[src/rtl/ibex_pkg.sv]
// Shared IF-stage types and helpers for the fetch buffer and compressed decoder.
package ibex_pkg;

    localparam int unsigned FETCH_FIFO_MIN_DEPTH = 3;

    // One buffered memory response word.
    typedef struct packed {
        logic [31:0] rdata;
        logic        err;
    } fetch_entry_t;

    // RISC-V compressed encoding: any low two bits other than 2'b11.
    function automatic logic is_compressed(input logic [15:0] instr);
        logic [13:0] unused_upper;
        unused_upper  = instr[15:2];
        is_compressed = (instr[1:0] != 2'b11);
    endfunction

endpackage

[src/rtl/ibex_fetch_fifo.sv]
// Instruction fetch buffer: queues memory words and realigns them into
// 16/32-bit instructions for ID. Optional macro IBEX_FETCH_FIFO_BYPASS_EN lets
// an incoming word feed the output in the same cycle when the queue is
// (nearly) empty.
module ibex_fetch_fifo
    import ibex_pkg::*;
#(
    parameter int unsigned DEPTH = 3
) (
    input  logic        clk_i,
    input  logic        rst_ni,
    input  logic        clear_i,
    input  logic [31:0] in_addr_i,
    input  logic        in_valid_i,
    input  logic [31:0] in_rdata_i,
    input  logic        in_err_i,
    output logic        busy_o,
    output logic        out_valid_o,
    input  logic        out_ready_i,
    output logic [31:0] out_rdata_o,
    output logic [31:0] out_addr_o,
    output logic        out_err_o,
    output logic        instr_new_o
);

    if (DEPTH < FETCH_FIFO_MIN_DEPTH) begin : g_depth_check
        $error("ibex_fetch_fifo: DEPTH must be at least FETCH_FIFO_MIN_DEPTH");
    end

    fetch_entry_t     entry_q [DEPTH];
    fetch_entry_t     entry_d [DEPTH];
    logic [DEPTH-1:0] valid_q, valid_d;
    logic [31:0]      addr_q, addr_d;
    logic             stalled_q, stalled_d;

    fetch_entry_t     in_entry;
    fetch_entry_t     word0, word1;
    logic             valid0, valid1;
    logic             push, push_acc, full;
    logic             unaligned, compressed, instr_valid, fire, pop;
    logic [31:0]      instr;

    // Working queue: stored entries plus one spare slot for the shift.
    fetch_entry_t     q_ent [DEPTH+1];
    logic [DEPTH:0]   q_val;
    logic             placed;

    logic             unused_addr_lsb;
    assign unused_addr_lsb = in_addr_i[0];

    assign in_entry = '{rdata: in_rdata_i, err: in_err_i};
    assign push     = in_valid_i & ~clear_i;
    assign full     = valid_q[DEPTH-1];
    assign push_acc = push & ~full;

    // Select the two head words and realign them into one instruction.
    always_comb begin
        word0  = entry_q[0];
        valid0 = valid_q[0];
        word1  = entry_q[1];
        valid1 = valid_q[1];
`ifdef IBEX_FETCH_FIFO_BYPASS_EN
        if (push && !valid_q[0]) begin
            word0  = in_entry;
            valid0 = 1'b1;
        end else if (push && !valid_q[1]) begin
            word1  = in_entry;
            valid1 = 1'b1;
        end
`endif
        unaligned   = addr_q[1];
        instr       = unaligned ? {word1.rdata[15:0], word0.rdata[31:16]} : word0.rdata;
        compressed  = is_compressed(instr[15:0]);
        instr_valid = valid0 & (~unaligned | compressed | word0.err | valid1);
        fire        = instr_valid & out_ready_i & ~clear_i;
        // Only an aligned compressed instruction leaves its word in place.
        pop         = fire & (unaligned | ~compressed);
    end

    // Append the accepted word, then drop the head word on a pop.
    always_comb begin
        placed = 1'b0;
        for (int i = 0; i < DEPTH; i++) begin
            q_ent[i] = entry_q[i];
            q_val[i] = valid_q[i];
        end
        q_ent[DEPTH] = '0;
        q_val[DEPTH] = 1'b0;
        for (int i = 0; i < DEPTH; i++) begin
            if (push_acc && !placed && !valid_q[i]) begin
                q_ent[i] = in_entry;
                q_val[i] = 1'b1;
                placed   = 1'b1;
            end
        end
        for (int i = 0; i < DEPTH; i++) begin
            entry_d[i] = pop ? q_ent[i+1] : q_ent[i];
            valid_d[i] = pop ? q_val[i+1] : q_val[i];
        end
        if (clear_i) begin
            for (int i = 0; i < DEPTH; i++) begin
                entry_d[i] = '0;
            end
            valid_d = '0;
        end
    end

    // Next fetch address and first-cycle tracking.
    always_comb begin
        addr_d    = addr_q;
        stalled_d = instr_valid & ~out_ready_i;
        if (fire) begin
            addr_d = addr_q + (compressed ? 32'd2 : 32'd4);
        end
        if (clear_i) begin
            addr_d    = {in_addr_i[31:1], 1'b0};
            stalled_d = 1'b0;
        end
    end

    // State registers.
    always_ff @(posedge clk_i or negedge rst_ni) begin
        if (!rst_ni) begin
            for (int i = 0; i < DEPTH; i++) begin
                entry_q[i] <= '0;
            end
            valid_q   <= '0;
            addr_q    <= '0;
            stalled_q <= 1'b0;
        end else begin
            for (int i = 0; i < DEPTH; i++) begin
                entry_q[i] <= entry_d[i];
            end
            valid_q   <= valid_d;
            addr_q    <= addr_d;
            stalled_q <= stalled_d;
        end
    end

    assign busy_o      = valid_q[DEPTH-2];
    assign out_valid_o = instr_valid;
    assign out_rdata_o = instr;
    assign out_addr_o  = addr_q;
    assign out_err_o   = word0.err | (unaligned & ~compressed & word1.err);
    assign instr_new_o = instr_valid & ~stalled_q;

    // Upstream must honour busy_o; a word arriving with every slot full is lost.
    overflow_a: assert property (@(posedge clk_i) disable iff (!rst_ni)
        !(in_valid_i && !clear_i && valid_q[DEPTH-1]))
        else $error("ibex_fetch_fifo: response word arrived while full");

endmodule

[config.mk]
export PLATFORM = sky130hd
export DESIGN_NAME = ibex_fetch_fifo
export DESIGN_NICKNAME = d
export VERILOG_FILES = /design/src/rtl/ibex_pkg.sv /design/src/rtl/ibex_fetch_fifo.sv
export SDC_FILE = /design/constraint.sdc
export NUM_CORES = 1
export LEC_CHECK = 0
export ABC_CLOCK_PERIOD_IN_PS = 3500
export BUFFER_PORTS_ARGS = -buffer_cell sky130_fd_sc_hd__buf_2
export CAP_MARGIN = 30
export CORE_MARGIN = 3
export CORE_UTILIZATION = 30
export DETAILED_ROUTE_END_ITERATION = 10
export GPL_TIMING_DRIVEN = 0
export HOLD_SLACK_MARGIN = 0.03
export PLACE_DENSITY_LB_ADDON = 0.05
export SETUP_SLACK_MARGIN = 0.15
export SYNTH_ARGS = -nofsm -noshare
export SYNTH_HDL_FRONTEND = slang
export SYNTH_SLANG_ARGS = --single-unit
[constraint.sdc]
create_clock -name clk_i -period 3.5 [get_ports clk_i]
set_clock_uncertainty 0.05 [all_clocks]
set_input_delay 0 -clock clk_i [delete_from_list [all_inputs] [get_ports clk_i]]
set_output_delay 0 -clock clk_i [all_outputs]
set_load 0.005 [all_outputs]
Word level (Yosys, flattened, before mapping). Index checks and enable logic that the tools add are counted.

Register bits after elaboration: 135. Input port bits: 70. Output and inout port bits: 68. Logic and storage cells: 66.

Add/subtract/negate cells: 1. Equality and inequality tests: 1. Mux-type cells: 21. Bitwise logic cells: 21. Reductions and logical operators: 12.

Operator list (number): 2-to-1 mux 33 bit (6); 2-to-1 mux 99 bit (1); 2-to-1 mux 32 bit (3); adder 32 x 3 -> 32 bit (1); bitwise AND 1 bit (10); 2-to-1 mux 1 bit (9); 2-to-1 mux 3 bit (2); inverter 1 bit (6); logical AND 1 bit (5); logical NOT 1 bit (5); OR 1 bit (5); nonzero test 3 bit (1); inequality test 2 bit, second input constant (1); nonzero test 2 bit (1).

Logic depth before layout (Yosys ltp).
Word-level depth: 15. Depth in mapped cells: 11. Depth with buffers taken out: 8.

Worst setup path after synthesis. No wires, ideal clock.

Path kind: reg-to-reg. Start point: reg addr_q[1], in the netlist out_addr_o[1]. End point: reg addr_q[20], in the netlist out_addr_o[20]. Setup time: 0.082 ns. Arrival time: 2.766 ns. Data required time: 3.368 ns. Path slack: 0.602 ns. Cell stages (with the launch flop): 11. Buffers on the path: 2. Period minus slack after synthesis: 2.898 ns. Cell sequence: dfrtp_1 -> clkbuf_1 -> mux2_2 -> nand2_1 -> inv_1 -> ha_1 -> nor3b_1 -> or4_4 -> buf_6 -> or4_1 -> a31oi_1.

Word-level cells in the longest chain between the ends: 9. Elaborated cells on any way between the ends: 14. Classes of those cells: add/sub (1); eq/ne (1); mux (4); bitwise (7); reduce/logical (1).

RTL lines: start: declaration (RTL line ibex_fetch_fifo.sv:33) `logic [31:0] addr_q, addr_d;`; start signal: assignment (RTL line ibex_fetch_fifo.sv:135) `addr_q <= addr_d;`; 2-to-1 mux 32 bit * (RTL line ibex_fetch_fifo.sv:72) `instr = unaligned ? {word1.rdata[15:0], word0.rdata[31:16]} : word0.rdata;`; named net out_rdata_o[0] (RTL line ibex_fetch_fifo.sv:20) `output logic [31:0] out_rdata_o,`; inequality test 2 bit * (RTL line ibex_pkg.sv:16) `is_compressed = (instr[1:0] != 2'b11);`; parallel branches: the longest is 7 deep, another holds adder 32 x 3 -> 32 bit.

Mark *: on every way through the listed nets, which the timed path passes. The select of a mux whose other input is x is not followed. A chain may end at the register's enable or synchronous reset.

==> impl_metrics.ini <==
[outcome]
outcome = completed

[detailed_routing]
drtPass1Iterations = 4
routedWlPerCell_um = 20.58
vias = 6251
ant_nets = 0
drtIter0Drc = 283
drcViolationCount = 0
routed_via_density = 5.271
routed_wl_mm = 24.41

[yosys]
yosysWarnings = 0
synthXorXnorAreaFrac_pct = 0.7557
synth_mux_area_share_pct = 15.13
synth_fa_ha_area_share_pct = 1.008
synth_top_family_by_area = compound AO/OA/AOI/OAI gates
synth_ff_type = dfrtp_1
netlist_area_sq_um = 6954
synth_cells = 667
synth_simple_gate_area_share_pct = 15.15
synth-seq-cells = 134
avgSynthCellArea_sq_um = 10.43
synth_compound_area_share_pct = 15.85
syn_nets = 742
async_flop_share_pct = 100.0
yosysSeqAreaShare_pct = 48.22
yosysUniqueCellTypes = 44
synth_edf_count = 0

[die]
coreArea_sq_um = 22710
initial_core_util_pct = 30.62
die_h_um = 158.3
die_area_sq_um = 25040
pin_count = 138
die_w_um = 158.3
rows = 55

[power_and_ir_drop]
p_leak_uw = 0.004299
report.power.total_uw = 4538
irDropWorstVdd_mv = 0.2831
internal_power_uw = 3320
seqPwrFrac_pct = 38.1
p_sw_share_pct = 26.85
power_density_nw_per_um2 = 482.0
p_comb_share_pct = 16.2
p_sw_uw = 1218
power_frac_clock_pct = 45.7

[critical_path]
crit_required_ps = 3710
cpPeakStageDelay_ps = 550
crit_family = simple AND/OR/NAND/NOR gates
cp.buffers_inverters = 3
path_cells = buf_2, mux2_2, nand2_1, inv_1, ha_1, nor3b_2, or3_1, nand2_1, clkbuf_1, o22ai_1
slowest_stage = clkbuf_1
cp_max_fo = 10
arrival_ps = 3380
critPathCaptureType = register
critical_path.most_common_cell = nand2_1
critPathKind = register to register
start_kind = register

[cells_and_area]
syn_to_final_growth_pct = 35.41
fill_cells = 2274
utilization_pct = 41.47
nNetsFinal = 965
layout_common_cells = buf_2 (154), dfrtp_1 (134), mux2i_1 (68)
drive_gt1_share_pct = 26.53
final_common_cell = buf_2
diodes = 0

[timing]
fin_crit_sh_pct = 90.58
fmax_mhz = 315.4
worst_pin_slew_ps = 841.4
worst_slack_ps = 329.7
period_needed_ps = 3170
relSlewSlack_pct = 43.91
slew_violations = 0
hold_viol = 0
grt_setup_unrepaired = true
setup_tns_ps = 0
setup_violations = 0

[global_route]
grt_pass1_wl_mm = 37.18
gr-total-overflow = 0
grt_max_degree = 69
grt_pass1_vias = 6359
grt_usage_pct = 19.52
antenna_found_initial = 0

[hold_path]
min_path_type = input pin to register

[place]
numPortBuffers = 135
place.gp.congestion = 0.8172
place_ws_ps = -584.5
post-dp-hpwl_mm = 16.89

[clock_network]
cts_root_buf = clkbuf_16
cts_tree = built
clockBufferDepth = 2
numCtsBuffers = 17
clkTransAtPathRegs_ps = 60
clk_latency_ps = 420
cts_sinks = 134
cts_max_level = 4

[job]
max_cap_violations = 0
[state kept, by name, summed over array words and instances (netlist names)]
register / count
stalled_q: 1
out_addr_o: 31
entry_q: 99
valid_q: 3
[per-layer routing]
| layer | GRT usage (%) | vias up | wire, um | share of wire (%) |
|---|---|---|---|---|
| met1 | 26.42 | 3106 | 11420 | 47 |
| met3 | 3.452 | 34 | 999 | 4.1 |
| met2 | 31.35 | 163 | 11260 | 46 |
| met4 | 7.374 | 0 | 729 | 3.0 |
| li1 | - | 2948 | - | - |
| met5 | 0 | - | 0 | 0 |
[final cells by class]
class / instances / area [sq um] / share of cell area, %
Buffer: 56 / 269.0 / 2.857
Clock inverter: 12 / 226.5 / 2.405
Multi-Input combinational cell: 470 / 3361 / 35.69
Tap cell: 285 / 356.6 / 3.787
Sequential cell: 134 / 3353 / 35.61
Inverter: 7 / 26.28 / 0.2790
Timing Repair Buffer: 204 / 1385 / 14.71
Clock buffer: 18 / 439.2 / 4.664
[power groups by stage]
stage	Sequential, uW	Combinational [uW]	Clock [uW]
floorplan	1720	372	0
global placement	1750	665	0
detailed placement	1760	676	0
CTS	1730	744	2100
global route	1740	809	2190
finish	1730	736	2070
[worst min-delay path, delay by kind of cell]
family	cells	cell delay [ps]
simple gates	1	110
mux	1	150
buf+inv	1	110
compound gates	1	130
[cells by family (layout without fill, tap and decap cells)]
| group | after synthesis | in the layout |
|---|---|---|
| compound gates | 161 | 161 |
| xor+xnor | 6 | 6 |
| fa+ha+maj | 5 | 5 |
| buf+inv | 63 | 297 |
| flops | 134 | 134 |
| mux | 101 | 101 |
| other cells | 1 | 1 |
| simple gates | 196 | 196 |
[metrics by stage]
| step | instance area [sq um] | std cells | hold slack, ps |
|---|---|---|---|
| after global placement | 7986 | 1087 | 160.3 |
| after global routing | 9417 | 1186 | 105.2 |
| after detailed placement | 8025 | 1089 | 16.76 |
| final | 9417 | 1186 | 85.61 |
| after floorplan | 6954 | 667 | -345.6 |
| after CTS | 9384 | 1186 | 76.24 |
[cell usage after synthesis (3+ instances only)]
cell | count | area share, %
dfrtp_1 | 134 | 48
mux2i_1 | 68 | 9.8
a211oi_1 | 66 | 7.1
nor2_1 | 55 | 3.0
nor2b_1 | 39 | 3.5
clkbuf_1 | 38 | 2.1
o22ai_1 | 34 | 3.1
mux2_2 | 33 | 5.3
nand2_1 | 22 | 1.2
a31oi_1 | 19 | 1.7
or4_1 | 17 | 1.8
nand3_1 | 16 | 1.2
o21ai_0 | 15 | 1.1
o31ai_1 | 15 | 1.6
buf_2 | 12 | 0.86
nand4_1 | 10 | 0.90
inv_1 | 7 | 0.38
or3_1 | 7 | 0.63
and3_1 | 6 | 0.54
xnor2_1 | 6 | 0.76
ha_1 | 4 | 0.72
nor3_1 | 4 | 0.29
nor4_1 | 4 | 0.36
a21oi_1 | 3 | 0.22
and2_1 | 3 | 0.27
buf_1 | 3 | 0.16
nor3b_1 | 3 | 0.32
[what timing repair did]
item                                    4_1_cts  5_1_grt
endpoints found under the setup margin      114      111
hold buffers                                 67        0
buffers inserted                              0        0
hold endpoints to repair                    199        0
gates resized for setup                      11       29
pin swaps                                     0        0
[worst paths after layout]
path,startpoint,to,slack (ps),cells past startpoint
worst max-delay path,out_addr_o[1]$_DFFE_PN0P_,entry_q[39]$_DFF_PN0_,330,10
worst min-delay path,clear_i,entry_q[34]$_DFF_PN0_,90,4
worst max register to register,out_addr_o[1]$_DFFE_PN0P_,entry_q[39]$_DFF_PN0_,330,10
worst min register to register,entry_q[27]$_DFF_PN0_,entry_q[27]$_DFF_PN0_,470,2
max in group asynchronous,rst_ni,entry_q[49]$_DFF_PN0_,2500,3
min in group asynchronous,rst_ni,out_addr_o[4]$_DFFE_PN0P_,110,2
Note: power is estimated with default switching activity, not from simulation.
